===== src/rtl/hazard_unit_sb.sv =====
`default_nettype none
// ============================================================================
// Module      : hazard_unit_sb
// Description : Scoreboarded hazard unit for the five-stage (F/D/E/M/W)
//               SIMD AES pipeline.
//               - Scalar and vector operand forwarding into E. M has
//                 priority over W.
//               - Load-use detection between E and D.
//               - One outstanding multi-cycle vector/AES op tracked by a
//                 latency countdown.
//               - Branch flushes that arrive while the data-access unit is
//                 busy are deferred until it is free again.
//               - Saturating count of decode stall cycles, used for
//                 performance debug.
// Revision    : 1.0 - initial release
// ----------------------------------------------------------------------------
// Parameters
//   R   register address width (scalar and vector files)
//   CW  latency countdown width (max multi-cycle latency 2**CW-1)
//   SW  stall-cycle counter width
// Ports
//   clk                      clock; all state updates on the rising edge
//   rst_n                    synchronous active-low reset
//   RA1D, RA2D               source registers of the instruction in D
//   MultiD                   D instruction is multi-cycle
//   RA1E, RA2E, WA3E         source and destination registers in E
//   RegWriteE, RegWriteVE    E writes the scalar / vector file
//   MemtoRegE                E instruction is a load
//   MultiE, LatE             E is multi-cycle, and its latency
//   PCSrcE, BranchTakenE,
//   PCSrcM, PCSrcW           control-flow change indicators
//   RegWrite{,V}{M,W}        scalar/vector write enables in M and W
//   WA3M, WA3W               destinations in M and W
//   BusyDA                   data-access unit busy (freezes the pipe)
//   StallF..StallW           stage stalls
//   FlushD, FlushE           stage flushes
//   Forward{A,B}{,V}E        forwarding selects: 00 regfile, 01 W, 10 M
//   MultiBusy                a multi-cycle op is outstanding
//   MultiDone                one-cycle pulse when its result is ready
//   StallCnt                 saturating count of cycles with StallD=1
// ============================================================================
module hazard_unit_sb #(
    parameter int R  = 5,
    parameter int CW = 4,
    parameter int SW = 16
) (
    input  logic          clk,
    input  logic          rst_n,
    input  logic [R-1:0]  RA1D,
    input  logic [R-1:0]  RA2D,
    input  logic          MultiD,
    input  logic [R-1:0]  RA1E,
    input  logic [R-1:0]  RA2E,
    input  logic [R-1:0]  WA3E,
    input  logic          RegWriteE,
    input  logic          RegWriteVE,
    input  logic          MemtoRegE,
    input  logic          MultiE,
    input  logic [CW-1:0] LatE,
    input  logic          PCSrcE,
    input  logic          BranchTakenE,
    input  logic          PCSrcM,
    input  logic          PCSrcW,
    input  logic          RegWriteM,
    input  logic          RegWriteVM,
    input  logic          RegWriteW,
    input  logic          RegWriteVW,
    input  logic [R-1:0]  WA3M,
    input  logic [R-1:0]  WA3W,
    input  logic          BusyDA,
    output logic          StallF,
    output logic          StallD,
    output logic          StallE,
    output logic          StallM,
    output logic          StallW,
    output logic          FlushD,
    output logic          FlushE,
    output logic [1:0]    ForwardAE,
    output logic [1:0]    ForwardBE,
    output logic [1:0]    ForwardAVE,
    output logic [1:0]    ForwardBVE,
    output logic          MultiBusy,
    output logic          MultiDone,
    output logic [SW-1:0] StallCnt
);

    localparam logic [1:0]    c_FWD_RF    = 2'b00;
    localparam logic [1:0]    c_FWD_W     = 2'b01;
    localparam logic [1:0]    c_FWD_M     = 2'b10;
    localparam logic [CW-1:0] c_CNT_ONE   = CW'(1);
    localparam logic [SW-1:0] c_STALL_ONE = SW'(1);
    localparam logic [SW-1:0] c_STALL_MAX = '1;

    // ------------------------------------------------------------------
    // State
    // ------------------------------------------------------------------
    logic [CW-1:0] r_cnt;        // cycles left on the outstanding multi op
    logic [R-1:0]  r_busyReg;    // destination of the outstanding multi op
    logic          r_busyVec;    // that destination is in the vector file
    logic          r_flushPend;  // branch seen while BusyDA froze the pipe
    logic [SW-1:0] r_stallCnt;

    // ------------------------------------------------------------------
    // Hazard terms
    // ------------------------------------------------------------------
    logic          w_br;
    logic          w_lu;
    logic          w_cntActive;
    logic          w_busyRegValid;
    logic          w_busyRegHit;
    logic          w_mc;
    logic          w_issue;
    logic [CW-1:0] w_issueLat;

    // Forwarding select for one source operand. The youngest producer (M)
    // wins over W. Scalar register 0 is hard-wired to zero and never
    // forwarded; vector register 0 is an ordinary register.
    function automatic logic [1:0] fwdSel(
        input logic         weM,
        input logic [R-1:0] waM,
        input logic         weW,
        input logic [R-1:0] waW,
        input logic [R-1:0] ra,
        input logic         allowZero
    );
        logic [1:0] sel;
        sel = c_FWD_RF;
        if (weM && (allowZero || (waM != '0)) && (waM == ra)) begin
            sel = c_FWD_M;
        end else if (weW && (allowZero || (waW != '0)) && (waW == ra)) begin
            sel = c_FWD_W;
        end
        return sel;
    endfunction

    assign w_br = BranchTakenE | PCSrcE | PCSrcM | PCSrcW;

    // A load in E whose result a D source needs cannot be forwarded in
    // time; D waits one cycle and a bubble goes into E.
    assign w_lu = MemtoRegE && RegWriteE && (WA3E != '0) &&
                  ((WA3E == RA1D) || (WA3E == RA2D));

    assign w_cntActive = (r_cnt != '0);

    // A scalar destination of 0 produces nothing to wait for.
    assign w_busyRegValid = r_busyVec || (r_busyReg != '0);
    assign w_busyRegHit   = w_busyRegValid &&
                            ((RA1D == r_busyReg) || (RA2D == r_busyReg));

    // Only one multi-cycle op may be in flight, so a second multi op in D
    // waits as well as any reader of the busy destination.
    assign w_mc = w_cntActive && (MultiD || w_busyRegHit);

    // StallE only ever comes from BusyDA, so using BusyDA directly here
    // avoids reading back an output port.
    assign w_issue    = MultiE && !BusyDA && !w_cntActive;
    assign w_issueLat = (LatE == '0) ? c_CNT_ONE : LatE;

    // ------------------------------------------------------------------
    // Outputs. Priority: reset > BusyDA > branch/deferred flush > lu/mc.
    // ------------------------------------------------------------------
    always_comb begin
        StallF     = 1'b0;
        StallD     = 1'b0;
        StallE     = 1'b0;
        StallM     = 1'b0;
        StallW     = 1'b0;
        FlushD     = 1'b0;
        FlushE     = 1'b0;
        ForwardAE  = c_FWD_RF;
        ForwardBE  = c_FWD_RF;
        ForwardAVE = c_FWD_RF;
        ForwardBVE = c_FWD_RF;
        MultiBusy  = 1'b0;
        MultiDone  = 1'b0;

        if (rst_n) begin
            ForwardAE  = fwdSel(RegWriteM,  WA3M, RegWriteW,  WA3W, RA1E, 1'b0);
            ForwardBE  = fwdSel(RegWriteM,  WA3M, RegWriteW,  WA3W, RA2E, 1'b0);
            ForwardAVE = fwdSel(RegWriteVM, WA3M, RegWriteVW, WA3W, RA1E, 1'b1);
            ForwardBVE = fwdSel(RegWriteVM, WA3M, RegWriteVW, WA3W, RA2E, 1'b1);

            MultiBusy = w_cntActive;
            MultiDone = (r_cnt == c_CNT_ONE);

            if (BusyDA) begin
                // Whole pipe frozen; any branch is remembered in r_flushPend.
                StallF = 1'b1;
                StallD = 1'b1;
                StallE = 1'b1;
                StallM = 1'b1;
                StallW = 1'b1;
            end else if (w_br || r_flushPend) begin
                // A live branch and a deferred one collapse into one flush.
                // The instructions in F/D are discarded, so holding them
                // for lu/mc would be pointless.
                FlushD = 1'b1;
                FlushE = 1'b1;
            end else if (w_lu || w_mc) begin
                StallF = 1'b1;
                StallD = 1'b1;
                FlushE = 1'b1;
            end
        end
    end

    assign StallCnt = r_stallCnt;

    // ------------------------------------------------------------------
    // Sequential state
    // ------------------------------------------------------------------
    always_ff @(posedge clk) begin
        if (!rst_n) begin
            // An in-flight multi op is abandoned; its done pulse never fires.
            r_cnt       <= '0;
            r_busyReg   <= '0;
            r_busyVec   <= 1'b0;
            r_flushPend <= 1'b0;
            r_stallCnt  <= '0;
        end else begin
            // The countdown models a fixed-latency unit, so it runs
            // regardless of pipeline stalls.
            if (w_cntActive) begin
                r_cnt <= r_cnt - c_CNT_ONE;
            end else if (w_issue) begin
                r_cnt     <= w_issueLat;
                r_busyReg <= WA3E;
                r_busyVec <= RegWriteVE;
            end

            if (BusyDA) begin
                r_flushPend <= r_flushPend | w_br;
            end else begin
                r_flushPend <= 1'b0;
            end

            if (StallD && (r_stallCnt != c_STALL_MAX)) begin
                r_stallCnt <= r_stallCnt + c_STALL_ONE;
            end
        end
    end

endmodule
`default_nettype wire


===== config.mk =====
export PLATFORM = sky130hd
export DESIGN_NAME = hazard_unit_sb
export DESIGN_NICKNAME = d
export VERILOG_FILES = /design/src/rtl/hazard_unit_sb.sv
export SDC_FILE = /design/constraint.sdc
export NUM_CORES = 1
export LEC_CHECK = 0
export ABC_CLOCK_PERIOD_IN_PS = 4100
export BUFFER_PORTS_ARGS = -buffer_cell sky130_fd_sc_hd__buf_4
export CAP_MARGIN = 40
export CORE_MARGIN = 4
export CORE_UTILIZATION = 52
export CTS_BUF_LIST = sky130_fd_sc_hd__clkbuf_16
export DETAILED_ROUTE_END_ITERATION = 10
export HOLD_SLACK_MARGIN = 0.02
export PLACE_DENSITY = 0.93
export SYNTH_ARGS = -nofsm -noshare
export SYNTH_HDL_FRONTEND = slang
export SYNTH_SLANG_ARGS = --single-unit

===== constraint.sdc =====
create_clock -name clk -period 4.1 [get_ports clk]
set_input_delay 1.025 -clock clk [delete_from_list [all_inputs] [get_ports clk]]
set_output_delay 1.025 -clock clk [all_outputs]
set_load 0.01 [all_outputs]

==> results of run 1 <==
## registers in the layout, indices dropped and copies added (netlist names)
signal / count
StallCnt: 16
r_busyReg: 5
r_cnt: 4
r_busyVec: 1
r_flushPend: 1
## metal layers
metal | track usage (%) | routed length (µm) | vias to the layer above
met5 | 0 | 0 | -
met4 | 8.09 | 118 | 0
met3 | 3.31 | 391 | 14
met2 | 44.2 | 3070 | 89
met1 | 26.6 | 2250 | 970
li1 | - | - | 1061
## worst min-delay path, cell delays in order (launching register included)
cell and delay [ps]:
dfxtp_1 330, nand2_1 60, mux2i_1 50
## Yosys cell counts (2+ instances only)
cell,count
dfxtp_1,27
xnor2_1,26
nand2_1,24
nor2_1,23
xor2_1,14
a21oi_1,13
mux2i_1,12
nand3_1,12
nor3_1,9
or4_1,7
a211oi_1,6
inv_1,6
o31ai_1,6
nand4_1,5
clkbuf_1,4
nor3_2,4
nor4_1,4
o211ai_1,4
buf_4,3
ha_1,3
or3_1,3
and4_1,2
nand2b_1,2
nor2b_1,2
nor4b_2,2
o21a_1,2
o21ai_1,2
## power by group through the flow
stage,clock network [mW],registers (mW),logic (mW)
final,0.217,0.320,0.325
after global routing,0.229,0.324,0.359
after CTS,0.219,0.319,0.324
after detailed placement,0,0.325,0.319
after global placement,0,0.323,0.301
after floorplan,0,0.318,0.205
## through the flow
stage	cells	area, µm²	power, mW	util [%]
final	380	2770	0.862	74.5
after global routing	380	2770	0.912	74.5
after CTS	380	2770	0.862	74.5
after detailed placement	376	2690	0.645	72.4
after global placement	376	2690	0.624	72.4
after floorplan	249	2030	0.523	-
## path summary, 6_finish.rpt
| check | start | endpoint | slack [ps] |
|---|---|---|---|
| setup / recovery | WA3E[4] | StallD | 250 |
| hold / removal | StallCnt[5] | StallCnt[5] | 480 |
| setup reg to reg | StallCnt[2] | StallCnt[9] | 1700 |
| hold reg to reg | StallCnt[5] | StallCnt[5] | 480 |
## kinds of logic (layout without fill, tap and decap cells)
family | count (synthesis) | after routing | synth area share (%)
xor+xnor | 40 | 40 | 17.2
mux | 12 | 12 | 5.91
fa+ha+maj | 3 | 3 | 1.85
compound gates | 41 | 41 | 13.9
flops | 27 | 27 | 26.6
simple gates | 108 | 108 | 29.6
buf+inv | 18 | 101 | 4.86
## cell type report
type	instances	area, µm²
multi-input cells	204	1390
fillers	278	946
repair buffers	89	668
flip-flops and latches	27	541
clock buffers	3	75.1
well taps	48	60.1
inverters	8	30.0
clock inverters	1	3.75
==> impl_metrics.toml, run 1 <==
[status]
status = "finished, final reports clean"

[grt]
grt_max_degree = 25
antenna_found_initial = 0
grt_pass1_wl_mm = 9.76
grt-ovfl-total = 0
grt_pass1_vias = 2251
grt_use_total_pct = 23.5

[floorplanning]
core_um2 = 3720
fp.dieArea_um2 = 4970
initial_core_util_pct = 54.7
placementRows = 22
die_w_um = 70.5
die_h_um = 70.5
num_io_pins = 88

[power]
combPwrFrac_pct = 37.7
seq_power_share_pct = 37.1
sw_frac_of_total_pct = 33.9
p_clk_share_pct = 25.2
peakVddDrop_mv = 0.179
p_leak_nw = 1.13
p_sw_mw = 0.292
internal-power_mw = 0.570
powerDensity_nw_per_um2 = 311

[cells_and_area]
n_antenna_cell = 0
nNetsFinal = 391
drive_above_1_share_pct = 32.2
syn_to_final_growth_pct = 36.3
final_cell_mix = "buf_4, dfxtp_1, xnor2_1"
final_common_cell = "buf_4"

[sta]
finalWorstSetupSlack_ps = 247
fin_skew_ps = 7.11
finalSetupViolations = 0
period_needed_ps = 3850
fin_hold_ws_ps = 483
hold_viol_final = 0
tightest_slew_ps = 674
final.setup.tns_ps = 0
relSlewSlack_pct = 54.7
rsz0062_at_grt = "no"
fmax_ghz = 0.260
drv_slew = 0
finalCritPeriodShare_pct = 94.0

[synthesis]
synthCells = 249
yosys_register_bits = 27
synth_top_area_share_pct = 26.6
yosysUniqueCellTypes = 49
ys.flop_type = "dfxtp_1"
synth.largest_area_cell = "dfxtp_1"
ys_warn_count = 0
syn_nets = 307
async_reset_ff_share_pct = 0
synth-seq-area-share_pct = 26.6
syn_area_per_cell_um2 = 8.16
syn_area_um2 = 2030
synth.top_cells.by_area = "dfxtp_1, xnor2_1, xor2_1, mux2i_1, nand2_1"
synth-edff-count = 0

[critical_path]
cp_num_buf_inv = 3
path_cells = "buf_4 > or3_1 > o311a_1 > a41oi_1 > o21a_4 > inv_2 > buf_4"
endpoint_kind = "output pin"
required_ps = 3070
cp_max_fo = 24
start_kind = "primary input"
cp.depth = 7
arrival_ps = 2830
slowest_delay_ps = 380
criticalPathCategory = "in2out"
cpMaxStageDelayCell = "or3_1"
crit_path_frequent_cell = "buf_4"
cp_top_family = "compound AO/OA/AOI/OAI gates"
rr_worst_depth = 8

[hold_path]
hold_path.class = "reg2reg"
whs_path_depth = 2

[routing]
num_vias = 2134
drt-initial-drc-count = 123
drtAntennaViolNets = 0
wl_per_cell_um = 15.4
totalWireLength_mm = 5.83
firstDrtPassIters = 4
post-route-drc-count = 0
viasPerCell = 5.62

[clocking]
cts.reportedPaths.clkPinSlew_ps = 70
cts_sinks = 27
clkLatencyLatePin_ps = 260
post_cts_buffers = 0
ctsRootBufferMaster = "clkbuf_16"
cts_hold_buf = 0
clockBufferDepth = 2
htree_levels = 1
post_cts_resize_count = 0
tritoncts = "yes"
numCtsBuffers = 3

[placement]
dpl_worst_slack_ps = 355
numPortBuffers = 87
place.gp.congestion = 0.844
dp_hpwl_mm = 4.64

[job]
cap_violations = 0
Note: power is estimated with default switching activity, not from simulation.
==> run 2, diff against run 1 <==
==> constraint.sdc (replaced) <==
create_clock -name clk -period 4.1 [get_ports clk]
set_input_delay 0.205 -clock clk [delete_from_list [all_inputs] [get_ports clk]]
set_output_delay 0.205 -clock clk [all_outputs]
set_load 0.01 [all_outputs]
==> impl_metrics.toml, run 2 (synthesis gave the netlist of run 1 again) <==
[floorplanning]
die_h_um = 70.5
num_io_pins = 88
placementRows = 22
die_w_um = 70.5
fp.dieArea_um2 = 4970
initial_core_util_pct = 54.7
core_um2 = 3720

[job]
cap_violations = 0

[power]
peakVddDrop_mv = 0.213
combPwrFrac_pct = 36.7
p_sw_mw = 0.289
sw_frac_of_total_pct = 33.6
powerDensity_nw_per_um2 = 311
seq_power_share_pct = 37.1
internal-power_mw = 0.571
p_clk_share_pct = 26.2
p_leak_nw = 1.12

[critical_path]
endpoint_kind = "output pin"
criticalPathCategory = "reg2out"
cp_max_fo = 24
rr_worst_depth = 8
arrival_ps = 2360
required_ps = 3890
start_kind = "flip-flop"

[sta]
period_needed_ps = 2560
finalSetupViolations = 0
fin_hold_ws_ps = 173
relSlewSlack_pct = 61.9
tightest_slew_ps = 568
fmax_ghz = 0.390
rsz0062_at_grt = "no"
hold_viol_final = 0
final.setup.tns_ps = 0
fin_skew_ps = 6.98
finalCritPeriodShare_pct = 62.6
drv_slew = 0

[hold_path]
hold_path.class = "in2reg"
whs_path_depth = 3

[clocking]
cts_hold_buf = 0
post_cts_resize_count = 0
htree_levels = 1
cts_sinks = 27
cts.reportedPaths.clkPinSlew_ps = 60
ctsRootBufferMaster = "clkbuf_16"
post_cts_buffers = 0
clkLatencyLatePin_ps = 270
tritoncts = "yes"
numCtsBuffers = 3
clockBufferDepth = 2

[placement]
numPortBuffers = 87
place.gp.congestion = 0.836
dp_hpwl_mm = 4.54

[cells_and_area]
largest_register_ffs = 16
syn_to_final_growth_pct = 36.1
drive_above_1_share_pct = 32.3
fillers = 282
n_antenna_cell = 0
nNetsFinal = 390
final_common_cell = "buf_4"
final_cell_mix = "buf_4, dfxtp_1, xnor2_1"

[routing]
totalWireLength_mm = 5.66
wl_per_cell_um = 14.9
firstDrtPassIters = 4
num_vias = 2185
post-route-drc-count = 0
viasPerCell = 5.77
drtAntennaViolNets = 0
drt-initial-drc-count = 151

[grt]
grt_use_total_pct = 22.7
grt-ovfl-total = 0
grt_pass1_wl_mm = 9.38
grt_pass1_vias = 2193
grt_max_degree = 25
antenna_found_initial = 0

[status]
status = "finished, final reports clean"
==> run 2: cell count changes in the layout (fill, tap and decap cells not counted) <==
cell and delta:
buf_4 -1, clkinvlp_4 +1, inv_1 -1
==> run 2: worst max-delay path, stage by stage, from the launching register on <==
cell	delay (ps)
dfxtp_1	350
or4_1	570
nor3_2	180
nor4_1	100
o31ai_2	280
o21a_4	330
inv_2	120
buf_4	160
==> run 2: final cells by class <==
class	instances	area, µm²	area share (%)
Multi-Input combinational cell	204	1390	50.3
Tap cell	48	60.1	2.17
Clock buffer	3	75.1	2.71
Sequential cell	27	541	19.5
Timing Repair Buffer	88	661	23.9
Inverter	8	30.0	1.09
Clock inverter	1	7.51	0.271
==> run 2: metrics by stage <==
stage | area, µm² | instances | utilization, % | power (mW) | worst slack [ps]
after floorplan | 2030 | 249 | - | 0.523 | 2050
after detailed placement | 2680 | 375 | 72.2 | 0.637 | 1820
after CTS | 2770 | 379 | 74.4 | 0.863 | 1540
after global placement | 2680 | 375 | 72.2 | 0.622 | 1940
final | 2770 | 379 | 74.4 | 0.861 | 1540
after global routing | 2770 | 379 | 74.4 | 0.916 | 1420
==> run 2: layer usage <==
metal,up-vias,share of wire [%],GRT usage (%),routed length [µm]
met2,95,52,41.7,2960
met1,1013,37,24.5,2070
met5,-,0,0,0
met3,17,8.2,4.60,464
met4,0,2.9,10.9,165
li1,1060,-,-,-
==> run 2: final timing paths <==
| check | start | endpoint | slack, ps |
|---|---|---|---|
| setup reg to reg | r_busyReg[0] | StallCnt[12] | 1850 |
| hold / removal | RegWriteVE | r_busyVec | 170 |
| setup / recovery | r_busyReg[0] | StallF | 1540 |
| hold reg to reg | StallCnt[7] | StallCnt[7] | 490 |
==> run 2: power groups by stage <==
stage / registers [mW] / clock network, mW / logic [mW]
global placement: 0.322 / 0 / 0.300
detailed placement: 0.325 / 0 / 0.312
global route: 0.324 / 0.237 / 0.355
CTS: 0.319 / 0.227 / 0.317
finish: 0.319 / 0.226 / 0.316
floorplan: 0.318 / 0 / 0.205
==> run 3, diff against run 2 <==
Settings changed: ABC_CLOCK_PERIOD_IN_PS 4100 to 2250, CORE_UTILIZATION 52 to 43, PLACE_DENSITY 0.93 to 0.83.
Clock period 4.1 ns to 2.25 ns, I/O delays scaled along.
==> impl_metrics.toml, run 3 (synthesis gave the netlist of run 1 again) <==
[critical_path]
cp_max_fo = 4
cp_top_family = "simple AND/OR/NAND/NOR gates"
crit_start = "r_busyReg[0]"
reg2reg_setup_slack_ps = 70
r2r_end = "StallCnt[10]"
crit-reg2reg-launch = "r_flushPend"
endpoint_kind = "output pin"
start_kind = "flip-flop"
cp_num_buf_inv = 2
cpMaxStageDelayCell = "or4_4"
arrival_ps = 2090
required_ps = 2140
criticalPathCategory = "reg2out"
slowest_delay_ps = 540
rr_worst_depth = 7
path_cells = "or4_4 > nor3_4 > nor4_2 > o31ai_2 > buf_4 > a31oi_1 > buf_4"
crit_path_frequent_cell = "buf_4"

[cells_and_area]
fillers = 395
final_common_cell = "buf_4"
final_cell_mix = "buf_4, xnor2_1, nand2_1"
drive_above_1_share_pct = 36.7
ff_latch_area_um2 = 547
multi_input_area_um2 = 1430
nNetsFinal = 400
n_antenna_cell = 0
layout.cells.non_filler = 393
syn_to_final_growth_pct = 41.9
largest_register_ffs = 16

[routing]
viasPerCell = 5.53
post-route-drc-count = 0
num_vias = 2174
drt-initial-drc-count = 153
drtAntennaViolNets = 0
wl_per_cell_um = 15.1
firstDrtPassIters = 4
totalWireLength_mm = 5.95

[power]
powerDensity_nw_per_um2 = 570
p_leak_nw = 1.17
p_total_mw = 1.64
peakVddDrop_mv = 0.321

[clocking]
numCtsBuffers = 3
clockBufferDepth = 2
clkLatencyLatePin_ps = 270
tritoncts = "yes"
ctsRootBufferMaster = "clkbuf_16"
htree_levels = 1
cts_hold_buf = 0
cts_sinks = 27
cts.reportedPaths.clkPinSlew_ps = 60

[sta]
finalSetupViolations = 0
rsz0062_at_grt = "yes"
finalCritPeriodShare_pct = 97.8
relSlewSlack_pct = 65.9
fmax_ghz = 0.454
drv_slew = 0
tightest_slew_ps = 511
period_needed_ps = 2200
fin_skew_ps = 10.7
fin_hold_ws_ps = 89.2
hold_viol_final = 0

[job]
cap_violations = 0

[placement]
dp_hpwl_mm = 4.61
numPortBuffers = 87
post-place-cells = 382
place.gp.congestion = 0.920

[floorplanning]
core_um2 = 4470
die_h_um = 76.7
die_w_um = 76.7
num_io_pins = 88
placementRows = 24
initial_core_util_pct = 45.4
fp.dieArea_um2 = 5890

[hold_path]
whs_path_depth = 3
hold_path.class = "in2reg"
worstHoldStart = "RegWriteVE"
holdPathEnd = "r_busyVec"

[grt]
grt_max_degree = 19
grt_use_total_pct = 19.5
grt-ovfl-total = 0
grt_pass1_vias = 2198
antenna_found_initial = 0
grt_pass1_wl_mm = 9.80

[status]
status = "finished, final reports clean"
## run 3: how the worst max path moves through the flow
stage,to,slack (ps),cells past startpoint
6_report,FlushE,50,7
5_1_grt,FlushE,-40,7
4_1_cts,StallD,-20,7
3_5_place_dp,StallCnt[13],10,7
3_3_place_gp,StallCnt[12],120,8
2_1_floorplan,StallCnt[12],250,9
## run 3: tightest hold or removal path, cell delays in order
cell     delay, ps
buf_4           80
mux2i_1         50
nor2_1          70
## run 3: per-stage QoR
step	setup TNS [ps]	setup slack (ps)	util, %	cell area (µm²)
6_report	0	48.4	64.4	2880
3_5_place_dp	0	9.53	60.6	2710
2_1_floorplan	0	248	-	2030
3_3_place_gp	0	120	60.6	2710
5_1_grt	-213	-39.9	64.4	2880
4_1_cts	-45.6	-18.2	63.6	2850
## run 3: report_power, final
part / internal, mW / switching [mW]
Clock: 0.242 / 0.169
Sequential: 0.529 / 0.0550
Combinational: 0.320 / 0.326
## run 3: routing by layer
layer	up-vias	global-route usage (%)	wire (µm)
li1	1080	-	-
met1	1012	22.3	2380
met2	74	36.3	3080
met3	8	3.86	412
met4	0	5.25	82
met5	-	0	0
## run 3: area by class of cell
type                       count  area share (%)
sequential                    27            19.0
multi-input combinational    205            49.6
clock buffer                   3            2.60
timing repair buffer          97            25.3
tap                           52            2.26
clock inverter                 1           0.260
inverter                       8            1.04
## run 3: timing repair
item | 4_1_cts | 5_1_grt
gates resized for setup | 4 | 6
setup endpoints to repair | 2 | 17
cloned | 1 | 0
setup buffers | 4 | 2
pin swaps | 2 | 5
